$ cat config.mk
export PLATFORM = sky130hd
export DESIGN_NAME = fifo_bypass_flex_flat
export DESIGN_NICKNAME = d
export VERILOG_FILES = /design/src/rtl/fifo_bypass_flex_pkg.sv /design/src/rtl/fifo_bypass_flex_if.sv /design/src/rtl/fifo_bypass_flex_storage.sv /design/src/rtl/fifo_bypass_flex.sv /design/src/flat_wrapper.sv
export SDC_FILE = /design/constraint.sdc
export NUM_CORES = 1
export LEC_CHECK = 0
export ABC_CLOCK_PERIOD_IN_PS = 9300
export CORE_MARGIN = 4
export CORE_UTILIZATION = 50
export DETAILED_ROUTE_END_ITERATION = 10
export GPL_ROUTABILITY_DRIVEN = 0
export HOLD_SLACK_MARGIN = 0.03
export PLACE_DENSITY = 0.74
export SLEW_MARGIN = 25
export SYNTH_ARGS = -nofsm -noshare
export SYNTH_HDL_FRONTEND = slang
export SYNTH_HIERARCHICAL = 1
export SYNTH_SLANG_ARGS = --single-unit
$ cat constraint.sdc
create_clock -name clk -period 9.3 [get_ports clk]
set_input_delay 1.86 -clock clk [delete_from_list [all_inputs] [get_ports clk]]
set_output_delay 1.86 -clock clk [all_outputs]
set_load 0.005 [all_outputs]
$ cat src/rtl/fifo_bypass_flex_pkg.sv
`default_nettype none
// +--------------------------------------------------------------------------+
// | fifo_pkg : shared constants, width typedefs and pointer wrap helper for  |
// |            fifo_bypass_flex.                                             |
// | Rev 1.0                                                                  |
// +--------------------------------------------------------------------------+
package fifo_pkg;

   localparam int FIFO_MIN_DEPTH         = 2;
   localparam int FIFO_DEFAULT_DEPTH     = 4;
   localparam int FIFO_DEFAULT_CNT_WIDTH = $clog2(FIFO_DEFAULT_DEPTH + 1);
   localparam int FIFO_DEFAULT_PTR_WIDTH = $clog2(FIFO_DEFAULT_DEPTH);

   typedef logic [FIFO_DEFAULT_CNT_WIDTH-1:0] fifo_cnt_t;
   typedef logic [FIFO_DEFAULT_PTR_WIDTH-1:0] fifo_ptr_t;

   // Explicit wrap so non-power-of-2 depths work.
   function automatic int unsigned f__ptr_inc(input int unsigned ptr, input int unsigned depth);
      return (ptr == depth - 1) ? 0 : ptr + 1;
   endfunction

endpackage
`default_nettype wire

$ cat src/rtl/fifo_bypass_flex_if.sv
`default_nettype none
// +--------------------------------------------------------------------------+
// | fifo_bypass_flex_if : producer/consumer/control bundle of the FIFO.      |
// | Error flags exist only when FIFO_BYPASS_FLEX_ASSERT_EN is defined.       |
// | Rev 1.0                                                                  |
// +--------------------------------------------------------------------------+
interface fifo_bypass_flex_if #(
   parameter int DATA_WIDTH = 64,
   parameter int DEPTH      = 4
);
   localparam int CNT_WIDTH = $clog2(DEPTH + 1);

   logic                  i__data_in_valid;
   logic [DATA_WIDTH-1:0] i__data_in;
   logic                  o__data_in_ready;
   logic                  o__data_in_ready__next;
   logic                  o__data_out_valid;
   logic [DATA_WIDTH-1:0] o__data_out;
   logic                  i__data_out_ready;
   logic                  i__clear_all;
   logic [CNT_WIDTH-1:0]  i__af_thresh;
   logic                  o__almost_full;
   logic [CNT_WIDTH-1:0]  o__count;
`ifdef FIFO_BYPASS_FLEX_ASSERT_EN
   logic                  o__err_overflow;
   logic                  o__err_underflow;
`endif

   modport slave (
      input  i__data_in_valid, i__data_in, i__data_out_ready, i__clear_all, i__af_thresh,
      output o__data_in_ready, o__data_in_ready__next, o__data_out_valid, o__data_out,
             o__almost_full, o__count
`ifdef FIFO_BYPASS_FLEX_ASSERT_EN
      , output o__err_overflow, o__err_underflow
`endif
   );

   modport master (
      output i__data_in_valid, i__data_in, i__data_out_ready, i__clear_all, i__af_thresh,
      input  o__data_in_ready, o__data_in_ready__next, o__data_out_valid, o__data_out,
             o__almost_full, o__count
`ifdef FIFO_BYPASS_FLEX_ASSERT_EN
      , input o__err_overflow, o__err_underflow
`endif
   );

endinterface
`default_nettype wire

$ cat src/rtl/fifo_bypass_flex_storage.sv
`default_nettype none
// +--------------------------------------------------------------------------+
// | fifo_flex_storage : DEPTH x DATA_WIDTH register file, one synchronous    |
// |                     write port, combinational read at rd_ptr.            |
// | Rev 1.0                                                                  |
// +--------------------------------------------------------------------------+
module fifo_flex_storage #(
   parameter int DATA_WIDTH = 64,
   parameter int DEPTH      = 4,
   parameter int PTR_WIDTH  = $clog2(DEPTH)
) (
   input  wire logic                  clk,
   input  wire logic                  wr_en,
   input  wire logic [PTR_WIDTH-1:0]  wr_ptr,
   input  wire logic [DATA_WIDTH-1:0] wr_data,
   input  wire logic [PTR_WIDTH-1:0]  rd_ptr,
   output logic      [DATA_WIDTH-1:0] rd_data
);

   // Payload flops carry no reset; validity is tracked by the count.
   logic [DATA_WIDTH-1:0] r_mem [DEPTH];

   always_ff @(posedge clk) begin
      if (wr_en) begin
         r_mem[wr_ptr] <= wr_data;
      end
   end

   assign rd_data = r_mem[rd_ptr];

endmodule
`default_nettype wire

$ cat src/rtl/fifo_bypass_flex.sv
`default_nettype none
// +--------------------------------------------------------------------------+
// | fifo_bypass_flex : FWFT FIFO with optional 0-cycle bypass, occupancy and |
// |   almost-full. Macro FIFO_BYPASS_FLEX_ASSERT_EN adds error flags + SVA.  |
// | Rev 1.0                                                                  |
// +--------------------------------------------------------------------------+
module fifo_bypass_flex
   import fifo_pkg::*;
#(
   parameter int DATA_WIDTH = 64,
   parameter int DEPTH      = 4,
   parameter int BYPASS     = 1
) (
   input wire logic         clk,
   input wire logic         reset,
   fifo_bypass_flex_if.slave bus
);

   localparam int CNT_WIDTH = $clog2(DEPTH + 1);
   localparam int PTR_WIDTH = $clog2(DEPTH);
   localparam logic [CNT_WIDTH-1:0] C_DEPTH = CNT_WIDTH'(DEPTH);

   generate
      if (DEPTH < FIFO_MIN_DEPTH) begin : g_depth_check
         $error("fifo_bypass_flex: DEPTH below minimum");
      end
   endgenerate

   logic [PTR_WIDTH-1:0]  r_wr_ptr;
   logic [PTR_WIDTH-1:0]  r_rd_ptr;
   logic [CNT_WIDTH-1:0]  r_count;
   logic [CNT_WIDTH-1:0]  w_count_next;
   logic [DATA_WIDTH-1:0] w_rd_data;
   logic                  w_count_nz;
   logic                  w_in_ready;
   logic                  w_out_valid;
   logic                  w_bypass_valid;
   logic                  w_bypass_fire;
   logic                  w_push;
   logic                  w_pop;

   assign w_count_nz = (r_count != '0);

   generate
      if (BYPASS != 0) begin : g_bypass
         assign w_bypass_valid = ~w_count_nz & bus.i__data_in_valid & ~bus.i__clear_all & ~reset;
      end else begin : g_no_bypass
         assign w_bypass_valid = 1'b0;
      end
   endgenerate

   // Ready depends only on the registered count, never on the consumer.
   assign w_in_ready    = (r_count < C_DEPTH) & ~reset & ~bus.i__clear_all;
   assign w_out_valid   = ~reset & ~bus.i__clear_all & (w_count_nz | w_bypass_valid);
   assign w_bypass_fire = w_bypass_valid & bus.i__data_out_ready;
   assign w_push        = bus.i__data_in_valid & w_in_ready & ~w_bypass_fire;
   assign w_pop         = w_out_valid & bus.i__data_out_ready & w_count_nz;

   assign w_count_next = bus.i__clear_all ? '0
                       : r_count + CNT_WIDTH'(w_push) - CNT_WIDTH'(w_pop);

   always_ff @(posedge clk or posedge reset) begin
      if (reset) begin
         r_wr_ptr <= '0;
         r_rd_ptr <= '0;
         r_count  <= '0;
      end else if (bus.i__clear_all) begin
         r_wr_ptr <= '0;
         r_rd_ptr <= '0;
         r_count  <= '0;
      end else begin
         if (w_push) begin
            r_wr_ptr <= PTR_WIDTH'(f__ptr_inc(32'(r_wr_ptr), DEPTH));
         end
         if (w_pop) begin
            r_rd_ptr <= PTR_WIDTH'(f__ptr_inc(32'(r_rd_ptr), DEPTH));
         end
         r_count <= w_count_next;
      end
   end

   fifo_flex_storage #(
      .DATA_WIDTH (DATA_WIDTH),
      .DEPTH      (DEPTH),
      .PTR_WIDTH  (PTR_WIDTH)
   ) u_storage (
      .clk     (clk),
      .wr_en   (w_push),
      .wr_ptr  (r_wr_ptr),
      .wr_data (bus.i__data_in),
      .rd_ptr  (r_rd_ptr),
      .rd_data (w_rd_data)
   );

   assign bus.o__data_in_ready       = w_in_ready;
   assign bus.o__data_in_ready__next = (w_count_next < C_DEPTH) & ~reset;
   assign bus.o__data_out_valid      = w_out_valid;
   assign bus.o__data_out            = ~w_out_valid ? '0
                                     : (w_count_nz ? w_rd_data : bus.i__data_in);
   assign bus.o__almost_full         = ~reset & (r_count >= bus.i__af_thresh);
   assign bus.o__count               = reset ? '0 : r_count;

`ifdef FIFO_BYPASS_FLEX_ASSERT_EN
   logic r_err_overflow;
   logic r_err_underflow;

   always_ff @(posedge clk or posedge reset) begin
      if (reset) begin
         r_err_overflow  <= 1'b0;
         r_err_underflow <= 1'b0;
      end else if (bus.i__clear_all) begin
         r_err_overflow  <= 1'b0;
         r_err_underflow <= 1'b0;
      end else begin
         if (bus.i__data_in_valid & ~w_in_ready) begin
            r_err_overflow <= 1'b1;
         end
         if (bus.i__data_out_ready & ~w_out_valid) begin
            r_err_underflow <= 1'b1;
         end
      end
   end

   assign bus.o__err_overflow  = r_err_overflow;
   assign bus.o__err_underflow = r_err_underflow;

   a_count_le_depth : assert property (@(posedge clk) disable iff (reset) r_count <= C_DEPTH);
   a_ptr_consistent : assert property (@(posedge clk) disable iff (reset)
      ((32'(r_wr_ptr) + 32'(DEPTH) - 32'(r_rd_ptr)) % 32'(DEPTH)) == (32'(r_count) % 32'(DEPTH)));
`endif

endmodule
`default_nettype wire

$ cat src/flat_wrapper.sv
// flat-port wrapper written by rule: the top's interface ports become plain ports
module fifo_bypass_flex_flat import fifo_pkg::*;
#(
   parameter int DATA_WIDTH = 64,
   parameter int DEPTH      = 4,
   parameter int BYPASS     = 1
)
  (clk, reset, bus_i__data_in_valid, bus_i__data_in, bus_i__data_out_ready, bus_i__clear_all, bus_i__af_thresh, bus_o__data_in_ready, bus_o__data_in_ready__next, bus_o__data_out_valid, bus_o__data_out, bus_o__almost_full, bus_o__count);
  fifo_bypass_flex_if #(.DATA_WIDTH(DATA_WIDTH), .DEPTH(DEPTH)) bus_i ();
  input wire logic clk;
  input wire logic reset;
  input wire logic [$bits(bus_i.i__data_in_valid)-1:0] bus_i__data_in_valid;
  input wire logic [$bits(bus_i.i__data_in)-1:0] bus_i__data_in;
  input wire logic [$bits(bus_i.i__data_out_ready)-1:0] bus_i__data_out_ready;
  input wire logic [$bits(bus_i.i__clear_all)-1:0] bus_i__clear_all;
  input wire logic [$bits(bus_i.i__af_thresh)-1:0] bus_i__af_thresh;
  output wire logic [$bits(bus_i.o__data_in_ready)-1:0] bus_o__data_in_ready;
  output wire logic [$bits(bus_i.o__data_in_ready__next)-1:0] bus_o__data_in_ready__next;
  output wire logic [$bits(bus_i.o__data_out_valid)-1:0] bus_o__data_out_valid;
  output wire logic [$bits(bus_i.o__data_out)-1:0] bus_o__data_out;
  output wire logic [$bits(bus_i.o__almost_full)-1:0] bus_o__almost_full;
  output wire logic [$bits(bus_i.o__count)-1:0] bus_o__count;
  assign bus_i.i__data_in_valid = bus_i__data_in_valid;
  assign bus_i.i__data_in = bus_i__data_in;
  assign bus_i.i__data_out_ready = bus_i__data_out_ready;
  assign bus_i.i__clear_all = bus_i__clear_all;
  assign bus_i.i__af_thresh = bus_i__af_thresh;
  assign bus_o__data_in_ready = bus_i.o__data_in_ready;
  assign bus_o__data_in_ready__next = bus_i.o__data_in_ready__next;
  assign bus_o__data_out_valid = bus_i.o__data_out_valid;
  assign bus_o__data_out = bus_i.o__data_out;
  assign bus_o__almost_full = bus_i.o__almost_full;
  assign bus_o__count = bus_i.o__count;
  fifo_bypass_flex #(.DATA_WIDTH(DATA_WIDTH), .DEPTH(DEPTH), .BYPASS(BYPASS)) u_core (.clk(clk), .reset(reset), .bus(bus_i));
endmodule
==> impl_metrics.toml <==
[yosys]
synth_cell_type_count = 33
synth_top_area_share_pct = 71.3
yosysTopAreaCell = "edfxtp_1"
ys_top_cells_by_count = "edfxtp_1 (256), nand2_1 (128), a21oi_1 (65), mux4_2 (60)"
synth.most_common_cell = "edfxtp_1"
yosysSeqAreaShare_pct = 72.9
synthArstFlopShare_pct = 2.66
syn_inst = 609
syn_area_um2 = 10800
synth_edf_count = 256
synthFlopType = "edfxtp_1"
ys_ff_latch = 263
synth_nets = 688
synth_area_per_cell_um2 = 17.7
ys_warn_count = 6
synth.area.top_cells = "edfxtp_1 (71%), mux4_2 (13%), nand2_1 (4.5%)"

[cts]
cts_setup_buffers = 0
root_buffer = "clkbuf_16"
ctsResizeCount = 0
clock_path_buffers = 3
htreeDepth = 1
clock_latency_ps = 530
cts.sinks = 263
cts_tree = "done"
cts_buffers = 26
worst_setup_hold_path_clk_slew_ps = 60
cts_hold_buf = 0

[cells_and_area]
num-fill-cells = 1522
antenna_cells = 0
multi_input_comb_area_um2 = 2650
syn_to_final_growth_pct = 21.9
fin_area_um2 = 13100
drive_above_1_share_pct = 15.6
finalNetCount = 830
seqCellArea_um2 = 7870

[global_routing]
overflow = 0
antenna_found_initial = 0
grt_pass1_wl_um = 35900
grt_start_max_net_pins = 65
grt_pass1_vias = 6540
track_usage_pct = 18.9

[detailed_routing]
drc_errors = 0
drt_wl_total_um = 22400
dr.pass1.iters = 4
postRouteAntennaNets = 0
wl_per_cell_um = 21.4
route.vias.total = 5955
dr.first_iter.drc_count = 417
post_drt_via_cell_ratio = 5.69

[worst_setup_path]
timing.rr.start = "u_core/r_count[2]$_DFF_PP0_"
worstPathRequired_ps = 7440
cp-startpoint = "bus_i__clear_all"
worstSetupPathType = "in2out"
worstPathMaxFanout = 12
cp.buffers_inverters = 5
path_delay_family = "buffers and inverters"
slowest_stage = "clkdlybuf4s50_1"
critical_path.most_common_cell = "inv_1"
endpoint_kind = "output port"
slowest_delay_ps = 630
worstPathCellList = "clkdlybuf4s50_1 -> or4b_4 -> nor2_2 -> inv_1 -> ha_1 -> inv_1 -> ha_1 -> inv_1 -> fa_1 -> xnor3_1 -> nor2_1 -> nor2_1 -> clkdlybuf4s50_1"
arrival_ps = 5270
start_kind = "primary input"

[min_path]
holdCritPathClass = "reg2reg"
hp-start = "u_core/r_wr_ptr[0]$_DFFE_PP0P_"

[sta]
final.setup.tns_ps = 0
period_minus_slack_ps = 7130
finalHoldViolations = 0
slew_headroom_pct = 32.9
worstMarginPinSlew_ps = 1000
drv_slew = 0
fin_crit_sh_pct = 76.7
max_freq_mhz = 140
rsz0062_at_grt = "false"
setup_viol = 0
final.setup_skew_ps = 19.3

[run]
cap_violations = 0

[place]
portBuffers = 142
place_area_um2 = 12400
dp_hpwl_um = 12600

[die]
die_h_um = 155
die_area_um2 = 24000
io_pins = 143
die-width_um = 155
coreArea_um2 = 21100
start_util_pct = 51.1
rows = 53

[pwr]
p_leak_nw = 4.26
power_w = 0.00254
ir_worst_vdd_v = 0.000127
seq_power_share_pct = 52.3
swShare_pct = 23.0
p_per_area_nw_per_um2 = 193
p_sw_w = 0.000583
clkPwrFrac_pct = 36.9
p_comb_share_pct = 10.9
p_int_w = 0.00195

[run_status]
status = "finished clean"
## routing by layer
| layer | up-vias | part of all wire [%] | GRT usage (%) |
|---|---|---|---|
| li1 | 2660 | - | - |
| met3 | 28 | 5.9 | 3.36 |
| met4 | 0 | 1.4 | 3.95 |
| met2 | 191 | 51 | 32.2 |
| met5 | - | 0 | 0 |
| met1 | 3076 | 42 | 26.1 |
## cells by family (layout without fill, tap and decap cells)
group	after synthesis	in the layout	share of synthesized area, %
flip-flops	263	263	72.9
buffers and inverters	45	207	2.77
AO/OA/AOI/OAI	70	70	3.37
multiplexers	66	66	13.7
AND/OR/NAND/NOR	157	157	6.13
XOR/XNOR	1	1	0.209
adder cells (fa/ha/maj)	7	7	0.882
## placed cells by master, fill, tap and decap left out, types with 2 or more instances in the layout
| cell type | synthesis | routed |
|---|---|---|
| clkbuf_16 | 0 | 26 |
| buf_4 | 0 | 9 |
| inv_1 | 8 | 8 |
| or3_1 | 3 | 2 |
| a21oi_1 | 65 | 65 |
| nor2_1 | 7 | 7 |
| dfrtp_1 | 7 | 5 |
| clkdlybuf4s50_1 | 0 | 142 |
| edfxtp_1 | 256 | 256 |
| clkinv_2 | 0 | 9 |
| ha_1 | 6 | 6 |
| mux4_1 | 4 | 4 |
| clkinv_1 | 0 | 5 |
| nor3b_1 | 3 | 2 |
| clkbuf_1 | 13 | 6 |
| and3b_2 | 0 | 2 |
| mux2_2 | 2 | 2 |
| mux4_2 | 60 | 60 |
| nand2_1 | 128 | 128 |
| nand2b_1 | 2 | 2 |
| nor2b_1 | 5 | 5 |
| nor3_1 | 3 | 3 |
## layout make-up
type,count,area share [%]
clock buffers,32,5.12
repair buffers,151,11.3
inverters,8,0.229
flip-flops and latches,263,59.9
multi-input cells,301,20.1
well taps,275,2.62
clock inverters,16,0.676
## state kept, by name (all words and copies together) (netlist names)
name and count:
u_core/u_storage/r_mem 256, u_core/r_count 3, u_core/r_rd_ptr 2, u_core/r_wr_ptr 2
## through the flow
step / hold slack (ps) / std cells / setup slack [ps] / utilization, %
global placement: 585 / 998 / 2290 / 58.7
global route: 667 / 1046 / 1920 / 62.3
finish: 626 / 1046 / 2170 / 62.3
floorplan: 543 / 609 / 1390 / -
detailed placement: 625 / 998 / 2190 / 58.7
CTS: 631 / 1046 / 2180 / 62.3
## final timing paths
path                                                            to  slack (ps)  cells past startpoint
max                                     bus_o__data_in_ready__next        2170                     13
min                                 u_core/r_wr_ptr[0]$_DFFE_PP0P_         630                      1
max reg2reg                u_core/u_storage/r_mem[1][25]$_DFFE_PP_        6170                      4
min reg2reg                         u_core/r_wr_ptr[0]$_DFFE_PP0P_         630                      1
max in group asynchronous           u_core/r_rd_ptr[0]$_DFFE_PP0P_        7150                      2
min in group asynchronous           u_core/r_rd_ptr[0]$_DFFE_PP0P_        1900                      2
## power groups by stage
stage               Clock, W  Combinational [W]  Sequential (W)
finish              0.000936           0.000276         0.00133
floorplan                  0           0.000160         0.00134
global placement           0           0.000273         0.00135
detailed placement         0           0.000277         0.00135
global route         0.00102           0.000302         0.00133
CTS                 0.000959           0.000279         0.00133
(Power assumes the default switching activity.)
